## src/rtl/image_capture_param.sv

```systemverilog
// image_capture_param: DVP camera capture, 2-byte pixels to OUT_W-bit frame buffer.
// Optional frame counter enabled by defining CAP_FRAME_CNT_EN.
module image_capture_param #(
    parameter int ADDR_W = 17,
    parameter int OUT_W  = 12,
    parameter int H_ACT  = 640,
    parameter int V_ACT  = 480,
    parameter int DECIM  = 1
) (
    input  logic              pclk,
    input  logic              rst_n,
    input  logic              vsync,
    input  logic              href,
    input  logic [7:0]        d,
    input  logic              cap_en,
    output logic [ADDR_W-1:0] addr,
    output logic [OUT_W-1:0]  dout,
    output logic              we,
    output logic              frame_done,
    output logic              busy,
    output logic              ovf,
    output logic              line_err,
    output logic [15:0]       frame_cnt
);

    localparam int XW   = $clog2(H_ACT + 1);
    localparam int YW   = $clog2(V_ACT + 1);
    localparam int NPIX = (DECIM != 0) ? (H_ACT / 2) * (V_ACT / 2)
                                       : H_ACT * V_ACT;
    localparam logic [ADDR_W-1:0] MAX_ADDR = ADDR_W'(NPIX - 1);

    typedef enum logic [1:0] {
        S_SYNC,
        S_VBLANK,
        S_SKIP,
        S_ACTIVE
    } state_t;

    state_t            state;
    state_t            state_n;
    logic [XW-1:0]     x;
    logic [YW-1:0]     y;
    logic              phase;
    logic [7:0]        hi;
    logic              href_q;
    logic [ADDR_W-1:0] waddr;
    logic              full;
    logic [15:0]       p565;
    logic [OUT_W-1:0]  pix_cv;
    logic              keep;
    logic              byte_ok;
    logic              line_end;
    logic              unused_bits;

    assign p565     = {hi, d};
    assign keep     = (DECIM == 0) || (!x[0] && !y[0]);
    assign byte_ok  = (state == S_ACTIVE) && href && !vsync;
    assign line_end = (state == S_ACTIVE) && href_q && !href;
    assign busy     = (state == S_ACTIVE);

    generate
        if (OUT_W == 16) begin : g_565
            assign pix_cv = p565;
        end else if (OUT_W == 12) begin : g_444
            assign pix_cv = {p565[15:12], p565[10:7], p565[4:1]};
        end else begin : g_332
            assign pix_cv = {p565[15:13], p565[10:8], p565[4:3]};
        end
    endgenerate

    assign unused_bits = ^p565;

    // State register
    always_ff @(posedge pclk or negedge rst_n) begin
        if (!rst_n) state <= S_SYNC;
        else        state <= state_n;
    end

    // Next-state decode; cap_en only matters at the vblank exit
    always_comb begin
        state_n = state;
        unique case (state)
            S_SYNC:   if (vsync)  state_n = S_VBLANK;
            S_VBLANK: if (!vsync) state_n = cap_en ? S_ACTIVE : S_SKIP;
            S_SKIP:   if (vsync)  state_n = S_VBLANK;
            S_ACTIVE: if (vsync)  state_n = S_VBLANK;
            default:              state_n = S_SYNC;
        endcase
    end

    // Byte pairing, position tracking, frame-buffer writes and flags
    always_ff @(posedge pclk or negedge rst_n) begin
        if (!rst_n) begin
            addr       <= '0;
            dout       <= '0;
            we         <= 1'b0;
            frame_done <= 1'b0;
            ovf        <= 1'b0;
            line_err   <= 1'b0;
            x          <= '0;
            y          <= '0;
            phase      <= 1'b0;
            hi         <= '0;
            href_q     <= 1'b0;
            waddr      <= '0;
            full       <= 1'b0;
        end else begin
            we         <= 1'b0;
            frame_done <= 1'b0;
            href_q     <= href & ~vsync;
            if (state == S_VBLANK) begin
                addr     <= '0;
                waddr    <= '0;
                full     <= 1'b0;
                x        <= '0;
                y        <= '0;
                phase    <= 1'b0;
                ovf      <= 1'b0;
                line_err <= 1'b0;
            end
            if (byte_ok) begin
                phase <= ~phase;
                if (!phase) begin
                    hi <= d;
                end else begin
                    if (x != XW'(H_ACT)) x <= x + 1'b1;
                    if (keep) begin
                        if (full) begin
                            ovf <= 1'b1;
                        end else begin
                            we   <= 1'b1;
                            dout <= pix_cv;
                            addr <= waddr;
                            if (waddr == MAX_ADDR) full  <= 1'b1;
                            else                   waddr <= waddr + 1'b1;
                        end
                    end
                end
            end
            if (line_end) begin
                x <= '0;
                if (y != YW'(V_ACT)) y <= y + 1'b1;
                if (phase) begin
                    line_err <= 1'b1;
                    phase    <= 1'b0;
                end
            end
            if ((state == S_ACTIVE) && vsync) frame_done <= 1'b1;
        end
    end

`ifdef CAP_FRAME_CNT_EN
    // Count completed captured frames, wrapping at 16 bits
    always_ff @(posedge pclk or negedge rst_n) begin
        if (!rst_n)                           frame_cnt <= '0;
        else if ((state == S_ACTIVE) && vsync) frame_cnt <= frame_cnt + 16'd1;
    end
`else
    assign frame_cnt = 16'h0;
`endif

endmodule

```

## config.mk

```make
export PLATFORM = sky130hd
export DESIGN_NAME = image_capture_param
export DESIGN_NICKNAME = d
export VERILOG_FILES = /design/src/rtl/image_capture_param.sv
export SDC_FILE = /design/constraint.sdc
export NUM_CORES = 1
export LEC_CHECK = 0
export CAP_MARGIN = 20
export CORE_MARGIN = 2
export CORE_UTILIZATION = 45
export DETAILED_ROUTE_END_ITERATION = 8
export PLACE_DENSITY = 0.72
export SYNTH_ARGS = -nofsm -noshare
export SYNTH_HDL_FRONTEND = slang
export SYNTH_SLANG_ARGS = --single-unit
```

## constraint.sdc

```tcl
create_clock -name pclk -period 2.1 [get_ports pclk]
set_clock_uncertainty 0.2 [all_clocks]
set_input_delay 0.42 -clock pclk [delete_from_list [all_inputs] [get_ports pclk]]
set_output_delay 0.42 -clock pclk [all_outputs]
set_load 0.05 [all_outputs]
```

==> results of run 1 <==
critical path: stages (launching register included):
cell and delay (ns):
dfrtp_1 0.42, or4b_4 0.53, or2_4 0.28, a21oi_4 0.15, buf_12 0.16, a41oi_1 0.13, a31oi_1 0.16
Yosys cell counts, types with 5 or more instances:
master	instances	share of area (%)
nor4_1	5	0.81
dfrtp_1	81	52
buf_4	17	3.3
nand3_1	31	4.0
clkbuf_1	12	1.2
a31oi_1	13	2.1
a21oi_1	10	1.3
nand4_1	10	1.6
mux2i_1	6	1.6
nand2_1	94	9.1
xor2_1	6	1.4
nor2_1	19	1.8
ha_1	5	1.6
mux2_2	8	2.3
inv_1	10	0.97
o21ai_0	13	1.7
final timing paths:
path,startpoint,end,slack (ns)
max,x[0],waddr[4],-0.007
min,dout[11],dout[11],0.27
max reg2reg,x[0],waddr[4],-0.007
min reg2reg,dout[11],dout[11],0.27
max in group asynchronous,rst_n,x[2],0.78
min in group asynchronous,rst_n,dout[0],0.31
per-layer routing:
metal  wire (µm)  up-vias  share of wire (%)
met5           0        -                  0
met4         140        0                1.6
met3         378       14                4.3
met2        4360       77                 50
met1        3870     1525                 44
li1            -     1537                  -
kinds of logic (layout without fill, tap and decap cells):
family	after synthesis	count (layout)	synth area share, %
AO/OA/AOI/OAI	55	55	9.22
XOR/XNOR	8	8	1.81
adder cells (fa/ha/maj)	5	5	1.62
buffers and inverters	47	124	7.05
flip-flops	81	81	52.4
multiplexers	14	14	3.88
other	1	16	0.0970
AND/OR/NAND/NOR	191	191	23.9
state kept, by name (all words and copies together) (netlist names):
signal      cells
addr           17
dout           12
frame_done      1
full            1
hi              7
href_q          1
line_err        1
ovf             1
phase           1
state           2
waddr          17
we              1
x              10
y               9
power by group through the flow:
stage,clock (mW),combinational [mW],sequential [mW]
detailed placement,0,0.743,1.78
global route,1.28,0.775,1.76
CTS,1.23,0.725,1.74
finish,1.19,0.725,1.74
floorplan,0,0.254,2.00
global placement,0,0.728,1.77
metrics by stage:
step | std cells | hold WS, ns
after global routing | 599 | 0.301
after detailed placement | 578 | 0.160
after CTS | 596 | 0.273
after global placement | 578 | 0.156
after floorplan | 417 | -0.0756
final | 599 | 0.266
final cells by class:
| cell class | instances | area (µm²) |
|---|---|---|
| repair buffers | 98 | 841 |
| multi-input cells | 289 | 1730 |
| flip-flops and latches | 81 | 2030 |
| clock buffers | 9 | 124 |
| well taps | 105 | 131 |
| fillers | 685 | 3290 |
| clock inverters | 7 | 83.8 |
| inverters | 10 | 37.5 |
repair_timing:
| action | 4_1_cts | 5_1_grt |
|---|---|---|
| hold endpoints to repair | 27 | 0 |
| hold buffers | 1 | 0 |
| pin swaps | 0 | 4 |
| setup buffers | 1 | 3 |
| setup endpoints to repair | 17 | 25 |
| gates resized for setup | 11 | 16 |
==> impl_metrics.json, run 1 <==
{
  "numCtsBuffers": 9,
  "required_ns": 2.19,
  "ir_drop_v": 0.000518,
  "htreeDepth": 3,
  "synth-seq-cells": 81,
  "syn_to_final_growth_pct": 28.6,
  "hp-class": "flop to flop",
  "grt_max_degree": 55,
  "fmax_ghz": 0.475,
  "dr.pass1.iters": 4,
  "violations": "negative setup slack",
  "hold_viol_final": 0,
  "drt_drc_violations_left": 0,
  "cts_tree": "done",
  "antenna_found_initial": 0,
  "initial_core_util_pct": 46.8,
  "clockRootBuffer": "clkbuf_8",
  "yosysWarnings": 0,
  "grt_usage_pct": 19.2,
  "clockBufferDepth": 2,
  "grt_pass1_vias": 3156,
  "cp-start-kind": "flop",
  "power_density_nw_per_um2": 736,
  "period_share_pct": 100,
  "use_met1_pct": 24.3,
  "cap_viol_max_count": 0,
  "p_comb_share_pct": 19.8,
  "power_mw": 3.66,
  "final_net_count": 507,
  "routed_wl_um": 8750,
  "grt-busiest-layer": "met2",
  "syn_area_per_cell_um2": 9.62,
  "final_common_cell": "nand2_1",
  "end_kind": "flop",
  "layout_common_cells": "nand2_1 (94), dfrtp_1 (81), buf_4 (73)",
  "async_flop_share_pct": 100,
  "fin_area_um2": 4970,
  "rows": 33,
  "fin_crit_ns": 2.11,
  "synth-main-ff-cell": "dfrtp_1",
  "routabilityCongestion": 0.844,
  "status": "complete, but fails checks",
  "met2_usage_pct": 32.5,
  "grt_pass1_wl_um": 14900,
  "rsz0062_at_grt": "true",
  "clkTransAtPathRegs_ns": 0.09,
  "synth_enable_flop_cells": 0,
  "dp_hpwl_um": 6040,
  "crit_type": "flop to flop",
  "dieArea_um2": 9350,
  "synth_area_um2": 3870,
  "dp_worst_setup_slack_ns": -0.378,
  "ys_seq_area_share_pct": 52.4,
  "switchingPower_mw": 1.19,
  "utilization_pct": 60.2,
  "die-width_um": 96.7,
  "setup_violations": 1,
  "vias": 3153,
  "grt_use_met3_pct": 4.99,
  "viasPerCell": 5.26,
  "wl_per_cell_um": 14.6,
  "arrival_ns": 2.20,
  "leakagePower_nw": 2.45,
  "setup_tns_ns": -0.00695,
  "drt-initial-drc-count": 205,
  "intPower_mw": 2.47,
  "die_y_um": 96.7,
  "hold_depth": 2,
  "reg2reg_depth": 6,
  "switching_share_pct": 32.6,
  "path_max_fanout": 19,
  "ant_nets": 0,
  "syn_inst": 402,
  "portBuffers": 46,
  "seqPwrFrac_pct": 47.7,
  "drive_above_1_share_pct": 24.9,
  "place_area_um2": 4630,
  "power_frac_clock_pct": 32.5,
  "clock-sinks": 81,
  "drv_slew": 0,
  "fin_ws_ns": -0.00695,
  "synth_cell_types": 52,
  "clk_latency_ns": 0.36,
  "core-area_um2": 8260,
  "n_antenna_cell": 0,
  "grt_remaining_overflow": 0,
  "num_io_pins": 63
}
No activity file was read; power rests on OpenSTA's default activity.
==> run 2: changes to the inputs <==
- RECOVER_POWER: default -> 50
==> run 2 against run 1 <==
The flow still finishes with violations (negative setup slack). Via count up 0.70%. Global-route usage is the same. Utilization decreased by 0.45 points. Non-clock buffer count did not move. Cell count unchanged. Sequential share of layout area grew 0.31 points. Flip-flop and latch count stayed put. Fmax about the same. Worst hold slack about the same. Design area decreased by 0.75%. Critical path depth stayed put. Critical endpoint unchanged. Highest routed layer unchanged.
==> impl_metrics.json, run 2 (synthesized netlist as in run 1, its figures left out) <==
{
  "status": "complete, but fails checks",
  "violations": "negative setup slack",
  "rows": 33,
  "dr.pass1.iters": 4,
  "dp_hpwl_um": 6040,
  "slowest_stage": "or4b_4",
  "grt_usage_pct": 19.2,
  "fill_cells": 699,
  "cp-start-kind": "flop",
  "setup_violations": 1,
  "syn_to_final_growth_pct": 27.6,
  "rsz0062_at_grt": "true",
  "drv_slew": 0,
  "power_density_nw_per_um2": 739,
  "dp_cells": 578,
  "cap_viol_max_count": 0,
  "viasPerCell": 5.30,
  "path_cells": "or4b_4 -> or2_4 -> a21oi_4 -> buf_12 -> a41oi_1 -> a31oi_1",
  "vias": 3175,
  "hold_viol_final": 0,
  "stdcell_count": 599,
  "die_y_um": 96.7,
  "grt_remaining_overflow": 0,
  "numCtsBuffers": 9,
  "htreeDepth": 3,
  "clkTransAtPathRegs_ns": 0.09,
  "ir_drop_v": 0.000520,
  "utilization_pct": 59.8,
  "clockRootBuffer": "clkbuf_8",
  "path_max_fanout": 19,
  "num_io_pins": 63,
  "final_common_cell": "nand2_1",
  "fin_crit_ns": 2.11,
  "dp_worst_setup_slack_ns": -0.378,
  "hp-class": "flop to flop",
  "grt_pass1_wl_um": 14900,
  "clock-sinks": 81,
  "reg.largest.list": "addr x17, waddr x17, dout x12",
  "n_antenna_cell": 0,
  "ant_nets": 0,
  "end_kind": "flop",
  "tightest_slew_ns": 0.681,
  "clockBufferDepth": 2,
  "wl_per_cell_um": 14.4,
  "clk_latency_ns": 0.36,
  "crit_buf_inv": 1,
  "period_share_pct": 100,
  "slew_headroom_pct": 54.6,
  "drive_above_1_share_pct": 23.5,
  "drt-initial-drc-count": 202,
  "cts_tree": "done",
  "die-width_um": 96.7,
  "fmax_ghz": 0.475,
  "critPathMaxStageDelay_ns": 0.53,
  "layout_common_cells": "nand2_1 (94), dfrtp_1 (81), buf_4 (65)",
  "grt_max_degree": 55,
  "antenna_found_initial": 0,
  "final_net_count": 507,
  "arrival_ns": 2.19,
  "core-area_um2": 8260,
  "dieArea_um2": 9350,
  "drt_drc_violations_left": 0,
  "required_ns": 2.19,
  "routabilityCongestion": 0.844,
  "portBuffers": 46,
  "crit_type": "flop to flop",
  "routed_wl_um": 8630,
  "grt_pass1_vias": 3156,
  "initial_core_util_pct": 46.8,
  "crit_family": "simple AND/OR/NAND/NOR gates",
  "leakagePower_nw": 2.42,
  "fin_ws_ns": -0.00528
}
[run 2: path summary, 6_finish.rpt]
| path | cells after the start | from | to | slack, ns |
|---|---|---|---|---|
| hold reg to reg | 2 | dout[11] | dout[11] | 0.27 |
| hold / removal | 2 | dout[11] | dout[11] | 0.27 |
| setup / recovery | 6 | x[0] | waddr[4] | -0.005 |
| min in group asynchronous | 2 | rst_n | dout[0] | 0.43 |
| setup reg to reg | 6 | x[0] | waddr[4] | -0.005 |
| max in group asynchronous | 3 | rst_n | waddr[5] | 0.35 |
[run 2: cell type report]
class	count	area [µm²]	area share (%)
clock buffers	9	124	2.51
clock inverters	7	83.8	1.70
inverters	10	37.5	0.761
multi-input cells	289	1730	35.0
flip-flops and latches	81	2030	41.1
well taps	105	131	2.66
repair buffers	98	803	16.3
[run 2: worst min-delay path, stage by stage (launching register included)]
cell and delay (ns):
dfrtp_1 0.35, nand2_1 0.05, nand2_1 0.04
[run 2: per-layer routing]
| metal | share of wire [%] | wire, µm | track usage [%] | vias up |
|---|---|---|---|---|
| met5 | 0 | 0 | 0 | - |
| met4 | 2.0 | 176 | 6.07 | 0 |
| met3 | 4.5 | 385 | 4.99 | 20 |
| met2 | 50 | 4270 | 32.5 | 88 |
| met1 | 44 | 3790 | 24.3 | 1529 |
| li1 | - | - | - | 1538 |
[run 2: timing repair]
action / CTS / global route
setup endpoints to repair: 17 / 25
setup buffers: 1 / 3
gates resized for setup: 11 / 16
pin swaps: 0 / 4
endpoints found under the hold margin: 27 / 0
hold buffers: 1 / 0
[run 2: metrics by stage]
stage          hold slack, ns  setup TNS (ns)  total power, mW  cell area [µm²]
4_1_cts                 0.273               0             3.70             4860
3_3_place_gp            0.156          -11.42             2.50             4630
3_5_place_dp            0.160          -14.09             2.52             4630
6_report                0.266        -0.00528             3.65             4930
5_1_grt                 0.301          -0.584             3.82             4930
2_1_floorplan         -0.0756         -0.0779             2.26             3920
[run 2: power breakdown]
part | switching, mW | total [mW] | leakage [nW] | internal, mW
clock | 0.617 | 1.19 | 0.103 | 0.572
combinational | 0.504 | 0.718 | 1.22 | 0.213
sequential | 0.0663 | 1.74 | 1.10 | 1.68
